### config.mk
export PLATFORM = sky130hd
export DESIGN_NAME = int8_mac_writeback
export DESIGN_NICKNAME = d
export VERILOG_FILES = /design/src/rtl/int8_mac_instr_pkg.sv /design/src/rtl/int8_mac_result_fifo.sv /design/src/rtl/int8_mac_writeback.sv
export SDC_FILE = /design/constraint.sdc
export NUM_CORES = 1
export LEC_CHECK = 0
export BUFFER_PORTS_ARGS = -buffer_cell sky130_fd_sc_hd__buf_2
export CAP_MARGIN = 20
export CORE_ASPECT_RATIO = 1.75
export CORE_MARGIN = 4
export CORE_UTILIZATION = 60
export DETAILED_ROUTE_END_ITERATION = 12
export HOLD_SLACK_MARGIN = 0.06
export PLACE_DENSITY = 0.79
export SYNTH_ARGS = -nofsm -noshare
export SYNTH_HDL_FRONTEND = slang
export SYNTH_HIERARCHICAL = 1
export SYNTH_SLANG_ARGS = --single-unit
### constraint.sdc
create_clock -name clk_i -period 7.5 [get_ports clk_i]
set_input_delay 0.75 -clock clk_i [delete_from_list [all_inputs] [get_ports clk_i]]
set_output_delay 0.75 -clock clk_i [all_outputs]
set_load 0.005 [all_outputs]
### src/rtl/int8_mac_instr_pkg.sv
// Shared definitions for the INT8 MAC instruction path.
package int8_mac_instr_pkg;

  // Cycles from the issue handshake to mac_valid_i from the MAC unit.
  localparam int MAC_UNIT_LATENCY = 1;

  // Width of an architectural register index.
  localparam int RD_W = 5;

endpackage : int8_mac_instr_pkg

### src/rtl/int8_mac_result_fifo.sv
// Generic DEPTH-entry FIFO with wrap-bit pointers, full/empty flags and occupancy.
// A push while full succeeds only if a pop happens in the same cycle.
module int8_mac_result_fifo #(
  parameter int  DEPTH   = 4,
  parameter type entry_t = logic
) (
  input  logic                       clk_i,
  input  logic                       rst_ni,
  input  logic                       push_i,
  input  entry_t                     data_i,
  input  logic                       pop_i,
  output entry_t                     data_o,
  output logic                       full_o,
  output logic                       empty_o,
  output logic [$clog2(DEPTH):0]     count_o
);

  localparam int AW = $clog2(DEPTH);

  logic [AW:0] wr_ptr_q;
  logic [AW:0] rd_ptr_q;
  entry_t      mem_q [DEPTH];
  logic        push_en;
  logic        pop_en;

  assign full_o  = (wr_ptr_q[AW] != rd_ptr_q[AW]) && (wr_ptr_q[AW-1:0] == rd_ptr_q[AW-1:0]);
  assign empty_o = (wr_ptr_q == rd_ptr_q);
  assign count_o = wr_ptr_q - rd_ptr_q;
  assign data_o  = mem_q[rd_ptr_q[AW-1:0]];

  // When full, the write slot equals the head slot; the head is read before the edge, so push+pop is safe.
  assign push_en = push_i && (!full_o || pop_i);
  assign pop_en  = pop_i && !empty_o;

  // Pointer advance; reset empties the FIFO.
  always_ff @(posedge clk_i or negedge rst_ni) begin
    if (!rst_ni) begin
      wr_ptr_q <= '0;
      rd_ptr_q <= '0;
    end else begin
      if (push_en) wr_ptr_q <= wr_ptr_q + 1'b1;
      if (pop_en)  rd_ptr_q <= rd_ptr_q + 1'b1;
    end
  end

  // Entry storage; contents are meaningless while the pointers call the slot empty, so no reset.
  always_ff @(posedge clk_i) begin
    if (push_en) mem_q[wr_ptr_q[AW-1:0]] <= data_i;
  end

endmodule : int8_mac_result_fifo

### src/rtl/int8_mac_writeback.sv
// Receiving end of the INT8 MAC result interface. The MAC unit cannot stall, so its
// results are buffered and replayed to the core under valid/ready. An issue credit
// keeps the buffer from overflowing; saturation and protocol-error status kept here too.
module int8_mac_writeback
  import int8_mac_instr_pkg::*;
#(
  parameter int  XLEN     = 32,
  parameter int  DEPTH    = 4,
  parameter int  CNT_W    = 16,
  parameter type hartid_t = logic,
  parameter type id_t     = logic
) (
  input  logic             clk_i,
  input  logic             rst_ni,
  input  logic             issue_fire_i,
  output logic             issue_ready_o,
  input  logic             mac_valid_i,
  input  logic             mac_we_i,
  input  logic [XLEN-1:0]  mac_result_i,
  input  logic [RD_W-1:0]  mac_rd_addr_i,
  input  hartid_t          mac_hartid_i,
  input  id_t              mac_id_i,
  input  logic             mac_overflow_i,
  output logic             result_valid_o,
  input  logic             result_ready_i,
  output logic [XLEN-1:0]  result_data_o,
  output logic [RD_W-1:0]  result_rd_o,
  output logic             result_we_o,
  output hartid_t          result_hartid_o,
  output id_t              result_id_o,
  input  logic             sat_clear_i,
  output logic             sat_sticky_o,
  output logic [CNT_W-1:0] sat_count_o,
  output logic             overflow_err_o
);

  localparam int CW = $clog2(DEPTH) + 1;

  typedef struct packed {
    logic [XLEN-1:0] result;
    logic [RD_W-1:0] rd;
    logic            we;
    hartid_t         hartid;
    id_t             id;
  } entry_t;

  entry_t          push_entry;
  entry_t          head_entry;
  logic            fifo_full;
  logic            fifo_empty;
  logic [CW-1:0]   fifo_count;
  logic            pop;
  logic            inflight_q;
  logic [CW:0]     credit_sum;
  logic            sat_event;
  logic            sat_sticky_q;
  logic [CNT_W-1:0] sat_count_q;
  logic            overflow_err_q;

  assign push_entry = '{result: mac_result_i, rd: mac_rd_addr_i, we: mac_we_i,
                        hartid: mac_hartid_i, id: mac_id_i};

  int8_mac_result_fifo #(
    .DEPTH   (DEPTH),
    .entry_t (entry_t)
  ) u_fifo (
    .clk_i   (clk_i),
    .rst_ni  (rst_ni),
    .push_i  (mac_valid_i),
    .data_i  (push_entry),
    .pop_i   (pop),
    .data_o  (head_entry),
    .full_o  (fifo_full),
    .empty_o (fifo_empty),
    .count_o (fifo_count)
  );

  assign result_valid_o  = !fifo_empty;
  assign pop             = result_valid_o && result_ready_i;
  assign result_data_o   = head_entry.result;
  assign result_rd_o     = head_entry.rd;
  assign result_we_o     = head_entry.we;
  assign result_hartid_o = head_entry.hartid;
  assign result_id_o     = head_entry.id;

  // Credit counts buffered entries plus the one result the unit may still deliver.
  // A same-cycle pop is deliberately not credited to keep result_ready_i off this path.
  assign credit_sum    = {1'b0, fifo_count} + {{CW{1'b0}}, inflight_q};
  assign issue_ready_o = credit_sum < (CW+1)'(DEPTH);

  // One-cycle unit latency: a fire is in flight for exactly one cycle. An illegal
  // opcode produces no result, so its credit simply lapses the next cycle.
  always_ff @(posedge clk_i or negedge rst_ni) begin
    if (!rst_ni) inflight_q <= 1'b0;
    else         inflight_q <= issue_fire_i;
  end

  // A push into a full FIFO with no pop is lost; flag it until reset.
  always_ff @(posedge clk_i or negedge rst_ni) begin
    if (!rst_ni)                                   overflow_err_q <= 1'b0;
    else if (mac_valid_i && fifo_full && !pop)     overflow_err_q <= 1'b1;
  end

  // Saturation status; dropped pushes still count, and a same-cycle event wins over clear.
  assign sat_event = mac_valid_i && mac_overflow_i;

  always_ff @(posedge clk_i or negedge rst_ni) begin
    if (!rst_ni) begin
      sat_sticky_q <= 1'b0;
      sat_count_q  <= '0;
    end else if (sat_clear_i) begin
      sat_sticky_q <= sat_event;
      sat_count_q  <= {{(CNT_W-1){1'b0}}, sat_event};
    end else if (sat_event) begin
      sat_sticky_q <= 1'b1;
      if (!(&sat_count_q)) sat_count_q <= sat_count_q + 1'b1;
    end
  end

  assign sat_sticky_o   = sat_sticky_q;
  assign sat_count_o    = sat_count_q;
  assign overflow_err_o = overflow_err_q;

endmodule : int8_mac_writeback
==> reports/metrics.cfg, run 1 <==
[route]
drtAntennaViolNets = 0
drc = 0
vias = 3859
totalWireLength_um = 13800
firstDrtPassIters = 4
via_per_inst = 6.14
initialDrtViolationCount = 242
avgRoutedWirePerCell_um = 21.9

[worst_setup_path]
start_kind = flip-flop
crit_path_end_kind = flip-flop
crit_required_ns = 7.53
critical_path.cell_chain = inv_1 > ha_1 > nand2_1 > nor2_1 > nor2b_1 > nand3b_1 > o21a_2 > and2_2
r2r_slack_ns = 3.65
reg2reg_to = u_fifo/mem_q[3][13]
crit_arrival_ns = 3.88
reg2reg_depth = 8
timing.rr.start = u_fifo/rd_ptr_q[1]
slowest_delay_ns = 1.06
slowest_stage = dfrtp_2
critPathKind = reg2reg
critPathMaxFanout = 43

[grt]
use_met3 = 0.0480
antenna_found_initial = 0
grt_pass1_vias = 4129
grt_pass1_wl_um = 21700
gr-total-overflow = 0
busiest_layer = met2
grt_max_degree = 44
use_met1 = 0.224
gr-usage-met2 = 0.386
gr-usage-all-layers = 0.208

[floorplanning]
die_w_um = 91.3
start_util = 0.610
dieArea_mm2 = 0.0140
row_count = 53
io_pins = 107
fp.dieH_um = 154
core_mm2 = 0.0119

[sta]
finalCritPeriodShare = 0.514
finClkSkew_ns = 0.00997
drv_slew = 0
setup_tns_ns = 0
layout_setup_ws_ns = 3.65
setup_viol = 0
max_freq_mhz = 260
rsz0062_at_grt = false
hold_viol = 0
min_period_ns = 3.85
slew_headroom = 0.257
tightest_slew_ns = 1.11

[synthesis]
ys_types = 45
syn_area_mm2 = 0.00729
synth_area_leader_cell = edfxtp_1
synth_top_area_frac = 0.659
synth_nets = 422
synth_seq_area_share = 0.745
synth-edff-count = 160
synth_area_leaders = edfxtp_1 (66%), mux4_2 (12%), dfrtp_1 (8.6%)
ys.flop_type = edfxtp_1
avgSynthCellArea_um2 = 19.9
yosysWarnings = 6
synthCells = 366
ys_ff_latch = 185
async_flop_share = 0.135

[cts]
cts_tree = built
clk_latency_ns = 0.42
clockBufferDepth = 2
clk_pin_slew_ns = 0.06
cts-root-buf = clkbuf_16
cts_sinks = 185
cts_resized = 0
htree_levels = 4
cts_made_buffers = 17
cts_hold_buf = 0
post_cts_buffers = 0

[pwr]
vdd_drop_max_mv = 0.225
seqPwrFrac = 0.451
p_sw_frac = 0.277
power.switching_mw = 0.901
clockPowerShare = 0.284
power_density_mw_per_mm2 = 380
p_int_mw = 2.35
power.total_mw = 3.25
p_leak_nw = 3.10
p_comb_frac = 0.265

[layout]
syn_to_final_growth_pct = 17.4
multi_input_area_mm2 = 0.00174
drive_above_1_share = 0.396
nFillCells = 748
final_cell_mix = edfxtp_1 (160), buf_2 (107), mux4_2 (40)
num_antenna_cells = 0
final_common_cell = edfxtp_1
regArea_mm2 = 0.00543
post-route-cell-area_mm2 = 0.00855
final_nets = 536

[placement]
postPlaceCellArea_mm2 = 0.00793
io_buffers = 106
dp_hpwl_um = 8460
preCtsSetupSlack_ns = 3.64
place_congestion = 0.811

[flow_run]
cap_violations = 0

[run_status]
status = completed

[hold_path]
worstHoldPathType = in2async

-- cell usage after synthesis, types with 4 or more instances --
| cell type | instances |
|---|---|
| a21oi_1 | 10 |
| and2_2 | 4 |
| buf_2 | 6 |
| buf_4 | 4 |
| dfrtp_1 | 25 |
| edfxtp_1 | 160 |
| ha_1 | 8 |
| inv_1 | 13 |
| mux4_2 | 40 |
| nand2_1 | 12 |
| nand3_1 | 5 |
| nand4_1 | 5 |
| nor2_1 | 8 |
| nor4_1 | 4 |
| o21ai_0 | 7 |
| o31ai_1 | 5 |
| or3_1 | 4 |
| or4_1 | 5 |
| xnor2_1 | 4 |
-- power by group through the flow --
stage	Combinational, mW	Clock (mW)	Sequential, mW
5_1_grt	0.938	0.990	1.48
2_1_floorplan	0.607	0	1.41
3_3_place_gp	0.850	0	1.47
4_1_cts	0.883	0.939	1.47
3_5_place_dp	0.864	0	1.48
6_report	0.861	0.922	1.46
-- state kept, by name, indices dropped and copies added, names as in the netlist --
| name | cells |
|---|---|
| inflight_q | 1 |
| overflow_err_o | 1 |
| sat_count_o | 16 |
| sat_sticky_o | 1 |
| u_fifo/mem_q | 160 |
| u_fifo/rd_ptr_q | 3 |
| u_fifo/wr_ptr_q | 3 |
-- final cells by class --
cell class / count / area share
sequential: 185 / 0.635
multi-input combinational: 155 / 0.203
timing repair buffer: 108 / 0.0635
clock buffer: 17 / 0.0497
clock inverter: 14 / 0.0228
tap: 137 / 0.0200
inverter: 13 / 0.00571
-- metal layers --
layer | routed length [um] | up-vias
li1 | - | 1725
met1 | 4850 | 1984
met2 | 7970 | 126
met3 | 633 | 24
met4 | 342 | 0
met5 | 0 | -
-- logic make-up (layout without fill, tap and decap cells) --
| logic type | count (synthesis) | in the layout | synth area share |
|---|---|---|---|
| simple gates | 60 | 60 | 0.0496 |
| fa+ha+maj | 9 | 9 | 0.0165 |
| compound gates | 35 | 35 | 0.0323 |
| buf+inv | 26 | 152 | 0.0165 |
| xor+xnor | 5 | 5 | 0.00601 |
| flops | 185 | 185 | 0.745 |
| mux | 46 | 46 | 0.134 |
-- worst max-delay path by stage --
stage	from	end	slack (ns)
finish	u_fifo/rd_ptr_q[1]	u_fifo/mem_q[3][13]	3.65
global route	u_fifo/rd_ptr_q[1]	u_fifo/mem_q[3][13]	3.43
CTS	u_fifo/rd_ptr_q[1]	u_fifo/mem_q[1][9]	3.64
detailed placement	u_fifo/rd_ptr_q[1]	u_fifo/mem_q[1][16]	3.64
global placement	u_fifo/rd_ptr_q[1]	u_fifo/mem_q[0][12]	3.79
floorplan	u_fifo/rd_ptr_q[1]	u_fifo/mem_q[0][0]	4.55
-- per-stage QoR --
step | hold slack [ns] | instances | utilization
after CTS | 0.333 | 628 | 0.716
after floorplan | 0.454 | 366 | -
after detailed placement | 0.465 | 597 | 0.664
final | 0.325 | 629 | 0.716
after global routing | 0.335 | 629 | 0.716
after global placement | 0.466 | 597 | 0.664
-- worst max-delay path: cells and delay by family (launching register included) --
kind | cells | cell delay (ns)
AO/OA/AOI/OAI | 1 | 0.20
buffers and inverters | 1 | 0.21
adder cells (fa/ha/maj) | 1 | 0.35
flip-flops | 1 | 1.06
AND/OR/NAND/NOR | 5 | 1.61
No activity file was read; power rests on OpenSTA's default activity.
==> run 2: changes to the inputs <==
--- a/config.mk
+++ b/config.mk
@@ -9,10 +9,10 @@
 export CAP_MARGIN = 20
 export CORE_ASPECT_RATIO = 1.75
 export CORE_MARGIN = 4
-export CORE_UTILIZATION = 60
+export CORE_UTILIZATION = 57
 export DETAILED_ROUTE_END_ITERATION = 12
 export HOLD_SLACK_MARGIN = 0.06
-export PLACE_DENSITY = 0.79
+export PLACE_DENSITY = 0.76
 export SYNTH_ARGS = -nofsm -noshare
 export SYNTH_HDL_FRONTEND = slang
 export SYNTH_HIERARCHICAL = 1
==> constraint.sdc (replaced) <==
create_clock -name clk_i -period 3.65 [get_ports clk_i]
set_input_delay 0.365 -clock clk_i [delete_from_list [all_inputs] [get_ports clk_i]]
set_output_delay 0.365 -clock clk_i [all_outputs]
set_load 0.005 [all_outputs]
==> reports/metrics.cfg, run 2 (synthesis results as in run 1) <==
[run_status]
status = completed

[pwr]
power_density_mw_per_mm2 = 762
p_leak_nw = 3.13
vdd_drop_max_mv = 0.370

[cts]
clockBufferDepth = 2
cts_resized = 0
cts-root-buf = clkbuf_16
cts_tree = built
htree_levels = 4
cts_made_buffers = 17
clk_pin_slew_ns = 0.07
cts_sinks = 185
clk_latency_ns = 0.42

[sta]
finalCritPeriodShare = 0.777
slew_headroom = 0.456
holdWs_ns = 0.162
rsz0062_at_grt = false
drv_slew = 0
hold_viol = 0
finClkSkew_ns = 0.00591
setup_tns_ns = 0
setup_viol = 0
min_period_ns = 2.84
max_freq_mhz = 353
tightest_slew_ns = 0.816

[route]
drtAntennaViolNets = 0
avgRoutedWirePerCell_um = 20.5
drc = 0
initialDrtViolationCount = 190
vias = 3756
via_per_inst = 5.62
totalWireLength_um = 13700
firstDrtPassIters = 4

[worst_setup_path]
crit_path_end_kind = flip-flop
critPathKind = reg2reg
start_kind = flip-flop
critPathMaxFanout = 21
crit_arrival_ns = 2.95
r2r_slack_ns = 0.81
crit_required_ns = 3.77

[placement]
dp_hpwl_um = 9170
io_buffers = 106
numPlacedInstances = 633
place_congestion = 0.882

[grt]
grt_max_degree = 43
gr-total-overflow = 0
antenna_found_initial = 0
grt_pass1_wl_um = 21600
grt_pass1_vias = 4109
gr-usage-all-layers = 0.199

[floorplanning]
start_util = 0.583
dieArea_mm2 = 0.0147
die_w_um = 93.5
io_pins = 107
core_mm2 = 0.0125
fp.dieH_um = 158
row_count = 54

[layout]
num_antenna_cells = 0
final_common_cell = edfxtp_1
syn_to_final_growth_pct = 19.3
largest_reg_flops = 160
final_cell_mix = edfxtp_1 (160), buf_2 (106), mux4_2 (40)
nFillCells = 786
drive_above_1_share = 0.404
final_nets = 543
fin_cells = 668

[flow_run]
cap_violations = 0

[hold_path]
worstHoldPathType = in2reg

[run 2: worst paths after layout]
kind | from | to | depth (start not counted)
setup / recovery | u_fifo/wr_ptr_q[0] | u_fifo/mem_q[1][22] | 9
hold reg to reg | sat_sticky_o | sat_sticky_o | 1
max in group asynchronous | rst_ni | u_fifo/rd_ptr_q[0] | 2
min in group asynchronous | rst_ni | sat_sticky_o | 2
setup reg to reg | u_fifo/wr_ptr_q[0] | u_fifo/mem_q[1][22] | 9
hold / removal | mac_hartid_i | u_fifo/mem_q[1][1] | 1
[run 2: final cells by class]
| cell class | instances | area [um^2] | area share |
|---|---|---|---|
| Sequential cell | 185 | 5440 | 0.626 |
| Multi-Input combinational cell | 155 | 1740 | 0.200 |
| Timing Repair Buffer | 115 | 653 | 0.0752 |
| Clock buffer | 17 | 425 | 0.0490 |
| Tap cell | 168 | 210 | 0.0242 |
| Clock inverter | 15 | 180 | 0.0207 |
| Inverter | 13 | 48.8 | 0.00562 |
[run 2: per-stage QoR]
stage           util  setup slack (ns)  power, mW  area, um^2
2_1_floorplan      -             0.701       4.15        7290
3_3_place_gp   0.644             0.928       4.82        8060
3_5_place_dp   0.644             0.772       4.88        8060
4_1_cts        0.694             0.760       6.73        8680
5_1_grt        0.695             0.616       6.97        8690
6_report       0.695             0.815       6.62        8690
[run 2: timing repair]
item / CTS / global route
hold endpoints to repair: 26 / 0
setup buffers: 0 / 0
hold buffers: 2 / 0
[run 2: critical path, stage by stage, from the launching register on]
cell	delay [ns]
dfrtp_1	0.40
inv_1	0.12
ha_1	0.34
nand2_1	0.16
nor2_1	0.09
nor2b_1	0.25
nand3b_1	0.18
o21a_2	0.20
and2_2	0.53
buf_12	0.25
[run 2: routing by layer]
metal | global-route usage | wire length, um
met5 | 0 | 0
met4 | 0.0797 | 246
met3 | 0.0387 | 557
met2 | 0.370 | 7970
met1 | 0.221 | 4910
[run 2: power by group]
| group | switching (mW) | leakage, nW | total [mW] | internal (mW) |
|---|---|---|---|---|
| Combinational | 0.961 | 1.05 | 1.89 | 0.933 |
| Sequential | 0.126 | 1.79 | 2.90 | 2.78 |
| Clock | 0.793 | 0.287 | 1.83 | 1.04 |
| Total | 1.88 | 3.13 | 6.62 | 4.74 |
==> run 3: changes to the inputs <==
==> constraint.sdc (replaced) <==
create_clock -name clk_i -period 2.8 [get_ports clk_i]
set_input_delay 0.28 -clock clk_i [delete_from_list [all_inputs] [get_ports clk_i]]
set_output_delay 0.28 -clock clk_i [all_outputs]
set_load 0.005 [all_outputs]
==> reports/metrics.cfg, run 3 (synthesis results as in run 1) <==
[run_status]
status = completed

[route]
initialDrtViolationCount = 190
drc = 0
avgRoutedWirePerCell_um = 19.8
firstDrtPassIters = 4
drtAntennaViolNets = 0
route.met3.wl_um = 628
wl_met1_um = 4850
topRoutingLayerUsed = met4
via_per_inst = 5.76
totalWireLength_um = 13600
met2_length_um = 7800
vias = 3963

[worst_setup_path]
critical_path_buf_inv_count = 2
critical_path.top_delay_family = simple AND/OR/NAND/NOR gates
slowest_stage = and2_2
slowest_delay_ns = 0.57
critical_path.cell_chain = inv_1 > ha_1 > nand2_1 > nor2_1 > nor2b_1 > nand3b_1 > o21a_2 > and2_2 > buf_16
crit_arrival_ns = 2.71
critPathMaxFanout = 21
start_kind = flip-flop
crit_path_end_kind = flip-flop
crit_required_ns = 2.92
critPathKind = reg2reg

[cts]
clk_latency_ns = 0.42
clk_pin_slew_ns = 0.07
clockBufferDepth = 2
cts_tree = built
cts_made_buffers = 17
htree_levels = 4
post_cts_buffers = 0
cts_sinks = 185
cts-root-buf = clkbuf_16

[placement]
dp_hpwl_um = 8670
io_buffers = 106
place_congestion = 0.901
numPlacedInstances = 636

[sta]
min_period_ns = 2.59
setup_viol = 0
max_freq_mhz = 387
finalCritPeriodShare = 0.924
slew_headroom = 0.453
drv_slew = 0
tightest_slew_ns = 0.821
rsz0062_at_grt = false
hold_viol = 0
finClkSkew_ns = 0.00714
setup_tns_ns = 0

[layout]
drive_above_1_share = 0.396
fin_cells = 688
num_antenna_cells = 0
final_cell_mix = edfxtp_1 (160), buf_2 (106), mux4_2 (40)
syn_to_final_growth_pct = 21.1
nFillCells = 783
largest_reg_flops = 160
final_common_cell = edfxtp_1
final_nets = 563

[floorplanning]
die_w_um = 93.5
fp.dieH_um = 158
dieArea_mm2 = 0.0147
io_pins = 107
start_util = 0.583
row_count = 54
core_mm2 = 0.0125

[pwr]
power_density_mw_per_mm2 = 971
clockPowerShare = 0.259
p_sw_frac = 0.290
p_comb_frac = 0.301
p_leak_nw = 3.20
power.switching_mw = 2.49
seqPwrFrac = 0.440
vdd_drop_max_mv = 0.702
p_int_mw = 6.08

[grt]
antenna_found_initial = 0
gr-usage-all-layers = 0.197
grt_pass1_wl_um = 21600
grt_max_degree = 43
grt_pass1_vias = 4259
gr-total-overflow = 0

[hold_path]
worstHoldPathType = in2reg

[flow_run]
cap_violations = 0

## run 3: power by group through the flow
stage | combinational [mW] | clock [mW] | sequential (mW)
2_1_floorplan | 1.63 | 0 | 3.78
5_1_grt | 2.81 | 2.39 | 3.82
6_report | 2.58 | 2.22 | 3.77
3_3_place_gp | 2.50 | 0 | 3.80
3_5_place_dp | 2.55 | 0 | 3.84
4_1_cts | 2.58 | 2.27 | 3.79
## run 3: cell type report
type / count / area (um^2) / share of cell area
Inverter: 13 / 48.8 / 0.00553
Tap cell: 168 / 210 / 0.0238
Multi-Input combinational cell: 155 / 1740 / 0.197
Clock inverter: 15 / 134 / 0.0152
Clock buffer: 17 / 425 / 0.0482
Timing Repair Buffer: 135 / 833 / 0.0944
Sequential cell: 185 / 5440 / 0.616
## run 3: per-layer routing
layer | global-route usage | vias up
li1 | - | 1781
met1 | 0.225 | 2034
met2 | 0.354 | 120
met3 | 0.0469 | 28
met4 | 0.0804 | 0
met5 | 0 | -
## run 3: stage by stage
step                      total power, mW  hold WS (ns)   util  worst slack (ns)  instance area [um^2]
after floorplan                      5.40       -0.0156      -            -0.149                  7290
after global placement               6.30         0.304  0.642             0.167                  8030
after detailed placement             6.39         0.315  0.642            0.0414                  8030
after CTS                            8.64        0.0602  0.701            0.0226                  8760
after global routing                 9.01        0.0604  0.706            0.0433                  8820
final                                8.57        0.0789  0.706             0.213                  8820
## run 3: worst paths after layout
| path | startpoint | endpoint | slack, ns | cells past startpoint |
|---|---|---|---|---|
| max | u_fifo/wr_ptr_q[0] | u_fifo/mem_q[3][30] | 0.21 | 9 |
| min | mac_result_i[24] | u_fifo/mem_q[2][32] | 0.08 | 1 |
| max reg2reg | u_fifo/wr_ptr_q[0] | u_fifo/mem_q[3][30] | 0.21 | 9 |
| min reg2reg | overflow_err_o | overflow_err_o | 0.48 | 1 |
| max in group asynchronous | rst_ni | u_fifo/rd_ptr_q[0] | 1.95 | 2 |
| min in group asynchronous | rst_ni | sat_count_o[11] | 0.41 | 2 |
## run 3: repair_timing
item,CTS,global route
gates resized for setup,0,2
endpoints found under the setup margin,0,80
hold buffers,17,1
endpoints found under the hold margin,74,2
## run 3: worst reg2reg max path, stage by stage, from the launching register on
cell      delay [ns]
dfrtp_1         0.38
inv_1           0.08
ha_1            0.33
nand2_1         0.10
nor2_1          0.06
nor2b_1         0.15
nand3b_1        0.18
o21a_2          0.19
and2_2          0.57
buf_16          0.25
